==> config.mk <==
export PLATFORM = sky130hd
export DESIGN_NAME = traffic_lane
export DESIGN_NICKNAME = d
export VERILOG_FILES = /design/src/rtl/traffic_lane.sv
export SDC_FILE = /design/constraint.sdc
export NUM_CORES = 1
export LEC_CHECK = 0
export ABC_AREA = 1
export CELL_PAD_IN_SITES_DETAIL_PLACEMENT = 0
export CELL_PAD_IN_SITES_GLOBAL_PLACEMENT = 1
export CORE_AREA = 2 2 170 172
export CTS_CLUSTER_SIZE = 30
export DETAILED_ROUTE_END_ITERATION = 16
export DIE_AREA = 0 0 172 174
export PLACE_DENSITY_LB_ADDON = 0.2
export SYNTH_ARGS = -nofsm -noshare
export SYNTH_HDL_FRONTEND = slang
export SYNTH_SLANG_ARGS = --single-unit
export TNS_END_PERCENT = 30
==> constraint.sdc <==
create_clock -name clk -period 8.7 [get_ports clk]
set_input_delay 2.61 -clock clk [delete_from_list [all_inputs] [get_ports clk]]
set_output_delay 2.61 -clock clk [all_outputs]
set_load 0.05 [all_outputs]
==> src/rtl/traffic_lane.sv <==
// rtl/traffic_lane.sv - multi-car lane generator: equally spaced cars, shared tick, frog overlap detect
module traffic_lane #(
  parameter int NUM_CARS  = 4,
  parameter int X_W       = 10,
  parameter int H_DISPLAY = 640,
  parameter int CAR_W     = 32,
  parameter int SPACING   = 160,
  parameter int DIV_W     = 20
) (
  input  logic                      clk,
  input  logic                      reset,
  input  logic                      enable,
  input  logic                      direction,
  input  logic [1:0]                step,
  input  logic [DIV_W-1:0]          period_in,
  input  logic                      period_load,
  input  logic [X_W-1:0]            start_x,
  input  logic [9:0]                start_y,
  input  logic [X_W-1:0]            probe_x,
  input  logic [5:0]                probe_w,
  output logic [NUM_CARS*X_W-1:0]   car_x_bus,
  output logic [9:0]                lane_y,
  output logic                      move_tick,
  output logic                      hit
);

  // Span arithmetic needs room for probe_x + probe_w and x + CAR_W without overflow.
  localparam int EW = X_W + 7;
  localparam logic [X_W:0] H_EXT = (X_W+1)'(H_DISPLAY);

  logic [X_W-1:0]   car_x  [NUM_CARS];
  logic [X_W-1:0]   next_x [NUM_CARS];
  logic [X_W-1:0]   rst_x  [NUM_CARS];
  logic [DIV_W-1:0] period_reg;
  logic [DIV_W-1:0] cnt;
  logic             tick_now;
  logic             hit_now;

  always_comb begin
    tick_now = enable && !period_load && (period_reg != '0) &&
               (cnt == period_reg - DIV_W'(1));
  end

  always_comb begin : reset_positions
    logic [X_W-1:0] base;
    base = (start_x >= X_W'(H_DISPLAY)) ? '0 : start_x;
    for (int i = 0; i < NUM_CARS; i++) begin
      rst_x[i] = X_W'((32'(base) + 32'(i) * 32'(SPACING)) % 32'(H_DISPLAY));
    end
  end

  always_comb begin : advance
    logic [X_W:0] n;
    logic [X_W:0] step_ext;
    step_ext = (X_W+1)'(step);
    for (int i = 0; i < NUM_CARS; i++) begin
      n = {1'b0, car_x[i]} + step_ext;
      if (!direction) begin
        next_x[i] = (n >= H_EXT) ? X_W'(n - H_EXT) : X_W'(n);
      end else if (car_x[i] < X_W'(step)) begin
        next_x[i] = X_W'({1'b0, car_x[i]} + H_EXT - step_ext);
      end else begin
        next_x[i] = car_x[i] - X_W'(step);
      end
    end
  end

  // A car whose right edge passes H_DISPLAY also occupies [0, x+CAR_W-H_DISPLAY).
  always_comb begin : overlap
    logic [EW-1:0] p_lo;
    logic [EW-1:0] p_hi;
    logic [EW-1:0] c_lo;
    logic [EW-1:0] c_hi;
    logic          main_ov;
    logic          wrap_ov;
    p_lo    = EW'(probe_x);
    p_hi    = EW'(probe_x) + EW'(probe_w);
    hit_now = 1'b0;
    for (int i = 0; i < NUM_CARS; i++) begin
      c_lo    = EW'(car_x[i]);
      c_hi    = EW'(car_x[i]) + EW'(CAR_W);
      main_ov = (p_lo < c_hi) && (c_lo < p_hi);
      wrap_ov = (c_hi > EW'(H_DISPLAY)) && (p_lo < c_hi - EW'(H_DISPLAY));
      if ((probe_w != '0) && (main_ov || wrap_ov)) begin
        hit_now = 1'b1;
      end
    end
  end

  always_ff @(posedge clk) begin
    if (reset) begin
      for (int i = 0; i < NUM_CARS; i++) begin
        car_x[i] <= rst_x[i];
      end
      lane_y     <= start_y;
      period_reg <= period_in;
      cnt        <= '0;
      move_tick  <= 1'b0;
      hit        <= 1'b0;
    end else begin
      hit       <= hit_now;
      move_tick <= tick_now;
      if (period_load) begin
        period_reg <= period_in;
        cnt        <= '0;
      end else if (enable && (period_reg != '0)) begin
        cnt <= tick_now ? '0 : cnt + DIV_W'(1);
      end
      if (tick_now) begin
        for (int i = 0; i < NUM_CARS; i++) begin
          car_x[i] <= next_x[i];
        end
      end
    end
  end

  for (genvar g = 0; g < NUM_CARS; g++) begin : g_bus
    assign car_x_bus[g*X_W +: X_W] = car_x[g];
  end

endmodule

# After elaboration in Yosys (flattened, before gate mapping)
# Memory sizes are Yosys's and may differ from the RTL's.
# Cells that the tools add are included.
# op_classes
n_addsub	34
reduce_logical	25
muxes	29
bitwise_logic	4
eq_ne	1
magnitude_cmp	25
div	4
# op_table
cell	count
two-way mux 10 bit	17
modulo 32 x 10 -> 32 bit (second input constant)	3
< comparator 10 x 11 -> 1 bit	8
subtractor 10 x 2 -> 10 bit	8
< comparator 10 x 17 -> 1 bit	4
two-way mux 20 bit	3
subtractor 11 x 10 -> 12 bit (second input constant)	4
adder 10 x 2 -> 11 bit	4
adder 10 x 6 -> 11 bit (second input constant)	4
>= comparator 11 x 10 -> 1 bit (second input constant)	4
greater-than comparator 11 x 10 -> 1 bit (second input constant)	4
adder 10 bit (second input constant)	4
< comparator 10 x 2 -> 1 bit	4
subtractor 10 bit (second input constant)	4
modulo 10 x 10 -> 32 bit (second input constant)	1
adder 10 x 9 -> 11 bit (second input constant)	2
adder 20 x 1 -> 20 bit (second input constant)	1
== test 20 bit	1
nonzero test 20 bit	1
subtractor 20 x 1 -> 20 bit (second input constant)	1
logical AND 1 bit	16
adder 10 x 6 -> 11 bit	1
adder 10 x 8 -> 11 bit (second input constant)	1
>= comparator 10 bit (second input constant)	1
7 further kinds	21
# word_totals
regBits	52
ramBits	40
mem_count	1
elab_cells	128
in_bits	63
out_inout_bits	52
# memory_table
name	depth	word_bits	rd	rd_ports_with_merged_regs	wr	line	rtl
car_x	4	10	4	0	4	31	logic [X_W-1:0] car_x [NUM_CARS];

# Depth between registers and ports, before layout
# Gate-level depths: netlist of run 1.
# An unclocked memory read counts as a cell.
# logic_depth
ltp_word	11
mapped_depth	22
ltp_nobuf	22

# Worst setup path after synthesis of run 1
# Ideal clock, no wire load.
# synth_timing
path_type	in2reg
from	input port start_x[9]
to	memory car_x[3][8], in the netlist car_x[0][38] (data pin)
n_path_buf	0
required_time_ps	8448
path_slack_ps	3478
stages	20
setup_ps	252
arrival_time_ps	4970
cell_sequence	inv_1 nor2_1 nor2_1 inv_1 ha_1 inv_1 o21ai_0 nand2_1 nand2_1 nand2_1 ha_1 nor2_1 nand4_1 nand3_1 nor2_1 nand2_1 o21ai_0 nand2_1 nand2_1 nand2_1
# synth_rtl
item	line	rtl
start, declared	17	input logic [X_W-1:0] start_x,
end, declared	31	

==> results of run 1 <==
[metal layers]
layer	vias to the layer above	part of all wire [%]
met2	358	49
met4	0	2.3
met3	50	5.0
met1	5933	44
li1	6491	-
met5	-	0
[Yosys cell counts, drive strengths merged]
cell	count	area [µm²]
nor3	14	75.1
nand3b	15	113
nand4	50	319
nand2b	2	12.5
a211oi	9	67.6
nand2	473	1820
or2	4	25.0
edfxtp	70	2100
a31oi	10	62.6
xnor2	22	193
clkinv	7	26.3
a21boi	3	22.5
dfxtp	22	440
mux2i	2	20.0
nand3	194	1020
or4	1	7.51
and3	1	6.26
clkbuf	16	60.1
and2	1	6.26
nor4	4	25.0
o41ai	1	8.76
fa	13	260
o211ai	5	37.5
o22ai	3	18.8
inv	247	927
xor2	73	647
a22oi	2	15.0
o21ai	108	563
ha	211	2640
o31ai	2	15.0
nor2	183	776
buf	5	50.0
a21oi	97	485
o21bai	7	52.6
o21a	6	45.0
a21o	2	15.0
[power breakdown]
part	switching, µW	internal (µW)	total (µW)	leakage [µW]
Sequential	72.4	513	585	0.000868
Combinational	619	359	978	0.00608
Clock	216	205	421	0.000145
[final cells by class]
type | instances | share of cell area, %
multi-input combinational | 1518 | 63.2
tap | 384 | 3.24
clock buffer | 9 | 1.52
timing repair buffer | 118 | 7.90
sequential | 92 | 17.2
clock inverter | 7 | 0.507
inverter | 254 | 6.44
[worst register-to-register path, stage by stage, from the launching register on]
cell and delay [ps]:
edfxtp_1 450, inv_1 220, ha_1 330, inv_1 70
nand2_1 80, nand2_1 50, nand2_1 70, nand2_1 60
nor2_1 170, inv_1 60, nor2_1 150, nand2_1 80
nor2_2 90, nand3_2 90, nor2_4 180, nand3_4 450
nand2_1 510, o21ai_1 120
[cell families after synthesis]
logic type,count (synthesis),synth area share (%)
AOI/OAI and AO/OA,255,10.9
xor gates and xnor gates,95,6.47
adders and majority gates,224,22.4
buffers and inverters,275,8.20
DFF,92,19.6
muxes,2,0.154
and+or+nand+nor,942,32.4
[layout by cell type, fill, tap and decap left out, types with 5 or more instances in the layout]
cell             instances
ha_1                   211
nor3_1                  13
nand2_2                  5
o21bai_1                 7
a31oi_1                 10
nor2_4                   7
o211ai_1                 5
nand4_1                 49
clkinv_1                 7
o21ai_1                 17
xor2_1                  72
o21ai_2                  6
xnor2_1                 22
clkbuf_16                9
fa_1                    13
nand3b_1                15
nand3_1                188
clkdlybuf4s50_1        114
a21oi_1                 97
nor2_1                 167
nor2_2                   8
dfxtp_1                 22
o21a_1                   6
nand2_1                464
o21ai_0                 85
a211oi_1                 9
inv_1                  244
edfxtp_1                70
[stage by stage]
step	worst slack, ps	cell area [µm²]	hold WS, ps
2_1_floorplan	3480	13000	486
3_3_place_gp	2580	14500	504
3_5_place_dp	2510	14500	521
4_1_cts	2890	14800	533
5_1_grt	2410	14800	564
6_report	2880	14800	532
[worst max-delay path by stage]
stage | start | end | slack, ps | cells past startpoint
3_3_place_gp | start_x[9] | car_x[0][38] | 2580 | 21
4_1_cts | start_x[7] | car_x[0][38] | 2890 | 21
3_5_place_dp | start_x[7] | car_x[0][37] | 2510 | 18
6_report | start_x[9] | car_x[0][38] | 2880 | 21
5_1_grt | start_x[7] | car_x[0][38] | 2410 | 21
2_1_floorplan | start_x[9] | car_x[0][38] | 3480 | 20
==> flow_summary_export.csv, run 1 <==
group,metric,value,unit
outcome,status,"finished clean",
clocking,cts_made_buffers,9,
critical_path,slowest_delay,450,ps
critical_path,crit_family,"simple AND/OR/NAND/NOR gates",
global_route,grt_pass1_wl,65.4,mm
min_path,hold_path.class,"reg -> reg",
global_route,use_met1,36.6,%
critical_path,r2r_cells,17,
clocking,clk_latency,360,ps
die,start_util,45.9,%
sta,max_freq,172,MHz
die,die_width,172,µm
finish,antennaDiodeCount,0,
drt,wl,41.5,mm
global_route,grt-busiest-layer,"met2",
die,die_h,174,µm
clocking,post_cts_buffers,0,
logic_synthesis,syn_inst,1885,
critical_path,crit_arrival,5940,ps
logic_synthesis,synth_nets,2172,
sta,layout_min_cycle_time,5820,ps
power,vdd_drop_max,0.0826,mV
critical_path,slowest_stage,"clkdlybuf4s50_1",
critical_path,r2r-end,"car_x[0][3]",
flow_run,max-cap-violations,0,
min_path,hold_path.startpoint,"cnt[1]",
die,io_pins,115,
clocking,clk_path_buf_depth,2,
power,powerDensity,134,mW/mm²
critical_path,crit_required,8820,ps
clocking,numClockSinks,92,
sta,clock_skew,9.40,ps
drt,wl_per_cell,17.4,µm
drt,drt_iter0_markers,1014,
global_route,grt_max_degree,44,
critical_path,worst-path-max-fanout,8,
global_route,grt.overflow.total,0,
clocking,cts-root-buf,"clkbuf_16",
sta,timing.final.setup_violations,0,
critical_path,critical_path.startpoint_type,"input port",
drt,firstDrtPassIters,5,
critical_path,rrSetupSlack,5220,ps
critical_path,crit_path_end_kind,"flip-flop",
finish,largest_reg_flops,40,
finish,postLayoutCoreUtil,52.5,%
logic_synthesis,ys_types,50,
critical_path,critical_path.cell_chain,"clkdlybuf4s50_1 -> inv_1 -> nor2_1 -> nor2_1 -> inv_1 -> ha_1 -> inv_1 -> o21ai_0 -> nand2_1 -> nand2_1 -> nand2_1 -> ha_1 -> nor2_1 -> nand4_1 -> nand3_1 -> nor2_1 -> nand2_1 -> o21ai_0 -> nand2_1 -> nand2_1 -> nand2_1",
placement,gp_congestion,0.958,
min_path,hold_end,"cnt[1]",
finish,nFillCells,2844,
sta,tightest_slew,1050,ps
global_route,grt_usage,28.0,%
clocking,post_cts_resized,0,
die,die_area,0.0299,mm²
clocking,clk_pin_slew,80,ps
global_route,antenna_found_initial,0,
finish,multi_input_area,0.00937,mm²
placement,port_buffers,114,
power,p_leak,0.00709,µW
global_route,gr-usage-met2,49.5,%
sta,slew_headroom,29.4,%
finish,synthToLayoutAreaGrowth,14.2,%
sta,period_share,66.9,%
clocking,h-tree-depth,3,
min_path,hold_path_depth,2,
global_route,grt_use_met3,2.48,%
critical_path,worstSetupPathType,"in -> reg",
clocking,cts_hold_buf,0,
finish,regArea,0.00254,mm²
logic_synthesis,ys_warn_count,0,
logic_synthesis,seq_area_frac_synth,19.6,%
drt,via_per_inst,5.39,
finish,final_net_count,2280,
logic_synthesis,ys_ff_latch,92,
critical_path,crit_top_cell,"nand2_1",
placement,placed_cells,2366,
clocking,cts_tree,"done",
drt,ant_nets,0,
die,design.core.area,0.0282,mm²
sta,grt_setup_unrepaired,"false",
logic_synthesis,syn_area,0.0130,mm²
critical_path,crit_buf_inv,4,
sta,slew_viol_final,0,
finish,drive_above_1_share,3.35,%
die,rows,62,
critical_path,r2r-start,"period_reg[0]",
drt,via_count,12800,
sta,fin_setup_tns,0,ps
power,power,1980,µW
logic_synthesis,syn_avg_cell_area,6.88,µm²
drt,drc,0,
global_route,grt_pass1_vias,12200,
finish,fin_cells,2382,
placement,hpwlAfterDp,32.7,mm
sta,hold_viol,0,
Note: power is estimated with default switching activity, not from simulation.
==> run 2: changes to the inputs <==
--- a/config.mk
+++ b/config.mk
@@ -8,10 +8,10 @@
 export ABC_AREA = 1
 export CELL_PAD_IN_SITES_DETAIL_PLACEMENT = 0
 export CELL_PAD_IN_SITES_GLOBAL_PLACEMENT = 1
-export CORE_AREA = 2 2 170 172
+export CORE_AREA = 2 2 175 177
 export CTS_CLUSTER_SIZE = 30
 export DETAILED_ROUTE_END_ITERATION = 16
-export DIE_AREA = 0 0 172 174
+export DIE_AREA = 0 0 177 179
 export PLACE_DENSITY_LB_ADDON = 0.2
 export SYNTH_ARGS = -nofsm -noshare
 export SYNTH_HDL_FRONTEND = slang
==> constraint.sdc (replaced) <==
create_clock -name clk -period 5.7 [get_ports clk]
set_input_delay 1.71 -clock clk [delete_from_list [all_inputs] [get_ports clk]]
set_output_delay 1.71 -clock clk [all_outputs]
set_load 0.05 [all_outputs]
==> run 2 against run 1 <==
Total power increased by 51%. Register-to-register slack got worse by 2700 ps. Cell area increased by 0.36%. Worst hold slack improved by 2.6 ps. Final cell count increased by 0.80%. Clock skew increased by 2.5 ps. Critical path depth decreased by 4. Critical path type unchanged. Critical endpoint unchanged. Largest cell class unchanged.
==> flow_summary_export.csv, run 2 (synthesized netlist as in run 1, its figures left out) <==
group,metric,value,unit
outcome,status,"finished clean",
placement,placed_cells,2386,
finish,antennaDiodeCount,0,
clocking,h-tree-depth,3,
drt,via_count,12800,
die,design.core.area,0.0300,mm²
sta,slew_viol_final,0,
clocking,post_cts_resized,0,
flow_run,max-cap-violations,0,
power,power,2990,µW
finish,final_common_cell,"nand2_1",
drt,drc,0,
die,rows,64,
drt,drt_iter0_markers,819,
global_route,grt_pass1_vias,12400,
drt,ant_nets,0,
drt,via_per_inst,5.32,
sta,fin_setup_tns,0,ps
global_route,grt_usage,26.5,%
drt,wl_per_cell,17.1,µm
drt,firstDrtPassIters,5,
finish,fin_cells,2401,
finish,final_net_count,2288,
critical_path,crit_top_cell,"nand2_1",
finish,drive_above_1_share,3.64,%
finish,mostFrequentLayoutCells,"nand2_1 (464), inv_1 (244), ha_1 (211), nand3_1 (188), nor2_1 (167)",
critical_path,crit_arrival,4940,ps
sta,whs,535,ps
critical_path,worst-path-max-fanout,8,
global_route,grt_max_degree,43,
power,vdd_drop_max,0.164,mV
critical_path,slowest_delay,850,ps
finish,largest_reg_flops,40,
critical_path,worstSetupPathType,"in -> reg",
critical_path,crit_required,5810,ps
die,io_pins,115,
clocking,clk_latency,360,ps
critical_path,critical_path.cell_chain,"clkdlybuf4s50_1 -> ha_1 -> inv_1 -> fa_1 -> nor2_1 -> nand2_1 -> xor2_1 -> ha_1 -> or2_2 -> nand2_1 -> inv_1 -> nand2_1 -> nand2_1 -> nand3_1 -> nand2_1 -> nand2_1 -> nand2_1",
sta,layout_min_cycle_time,4820,ps
die,die_area,0.0317,mm²
clocking,cts_tree,"done",
die,die_width,177,µm
global_route,grt.overflow.total,0,
clocking,clk_pin_slew,70,ps
min_path,hold_path_depth,2,
global_route,grt_pass1_wl,65.4,mm
clocking,post_cts_buffers,0,
sta,slew_headroom,40.5,%
power,powerDensity,201,mW/mm²
finish,synthToLayoutAreaGrowth,14.6,%
die,start_util,43.2,%
critical_path,critical_path.startpoint_type,"input port",
critical_path,r2r_cells,17,
global_route,antenna_found_initial,0,
die,die_h,179,µm
min_path,hold_path.class,"reg -> reg",
clocking,cts_hold_buf,0,
clocking,numClockSinks,92,
sta,grt_setup_unrepaired,"false",
placement,hpwlAfterDp,32.8,mm
clocking,cts-root-buf,"clkbuf_16",
placement,port_buffers,114,
drt,wl,41.1,mm
sta,hold_viol,0,
power,p_leak,0.00712,µW
sta,clock_skew,11.9,ps
clocking,clk_path_buf_depth,2,
placement,gp_congestion,0.926,
critical_path,slowest_stage,"clkdlybuf4s50_1",
clocking,cts_made_buffers,9,
critical_path,crit_path_end_kind,"flip-flop",
sta,tightest_slew,892,ps
sta,period_share,84.6,%
sta,max_freq,207,MHz
sta,timing.final.setup_violations,0,
-- run 2: cell types whose count changed in the layout (fill, tap and decap cells not counted) --
cell      previous run  this run
clkbuf_8             0         2
inv_8                3         0
clkbuf_1             0         1
inv_4                0         1
inv_6                1         0
clkinv_8             1         0
buf_4                4        12
-- run 2: path summary, 6_finish.rpt --
kind / from / slack (ps) / endpoint
worst min-delay path: cnt[1] / 530 / cnt[1]
worst min register to register: cnt[1] / 530 / cnt[1]
worst max register to register: car_x[0][5] / 2490 / hit
worst max-delay path: step[0] / 880 / car_x[0][38]
-- run 2: cell type report --
type | instances | area (µm²)
fillers | 3058 | 15200
well taps | 396 | 495
inverters | 254 | 953
clock inverters | 3 | 22.5
clock buffers | 12 | 256
flip-flops and latches | 92 | 2540
repair buffers | 126 | 1230
multi-input cells | 1518 | 9370
-- run 2: critical path, delay by kind of cell --
| family | cells | cell delay, ps |
|---|---|---|
| XOR/XNOR | 1 | 190 |
| adder cells (fa/ha/maj) | 3 | 940 |
| buffers and inverters | 3 | 980 |
| AND/OR/NAND/NOR | 10 | 1110 |
-- run 2: per-layer routing --
layer | vias up | global-route usage (%) | routed length, µm
met5 | - | 0 | 0
met4 | 0 | 8.40 | 1030
met3 | 51 | 2.54 | 1980
met2 | 361 | 47.4 | 20000
met1 | 5869 | 33.5 | 18100
li1 | 6501 | - | -
-- run 2: power by group --
group	total [µW]	internal (µW)	switching, µW
Clock	594	319	275
Sequential	894	783	112
Combinational	1500	553	948
-- run 2: per-stage QoR --
stage,setup slack (ps),util (%),instance area [µm²]
global route,595,49.5,14900
detailed placement,582,48.6,14600
CTS,944,49.5,14900
finish,876,49.5,14900
floorplan,1380,-,13000
global placement,657,48.6,14600
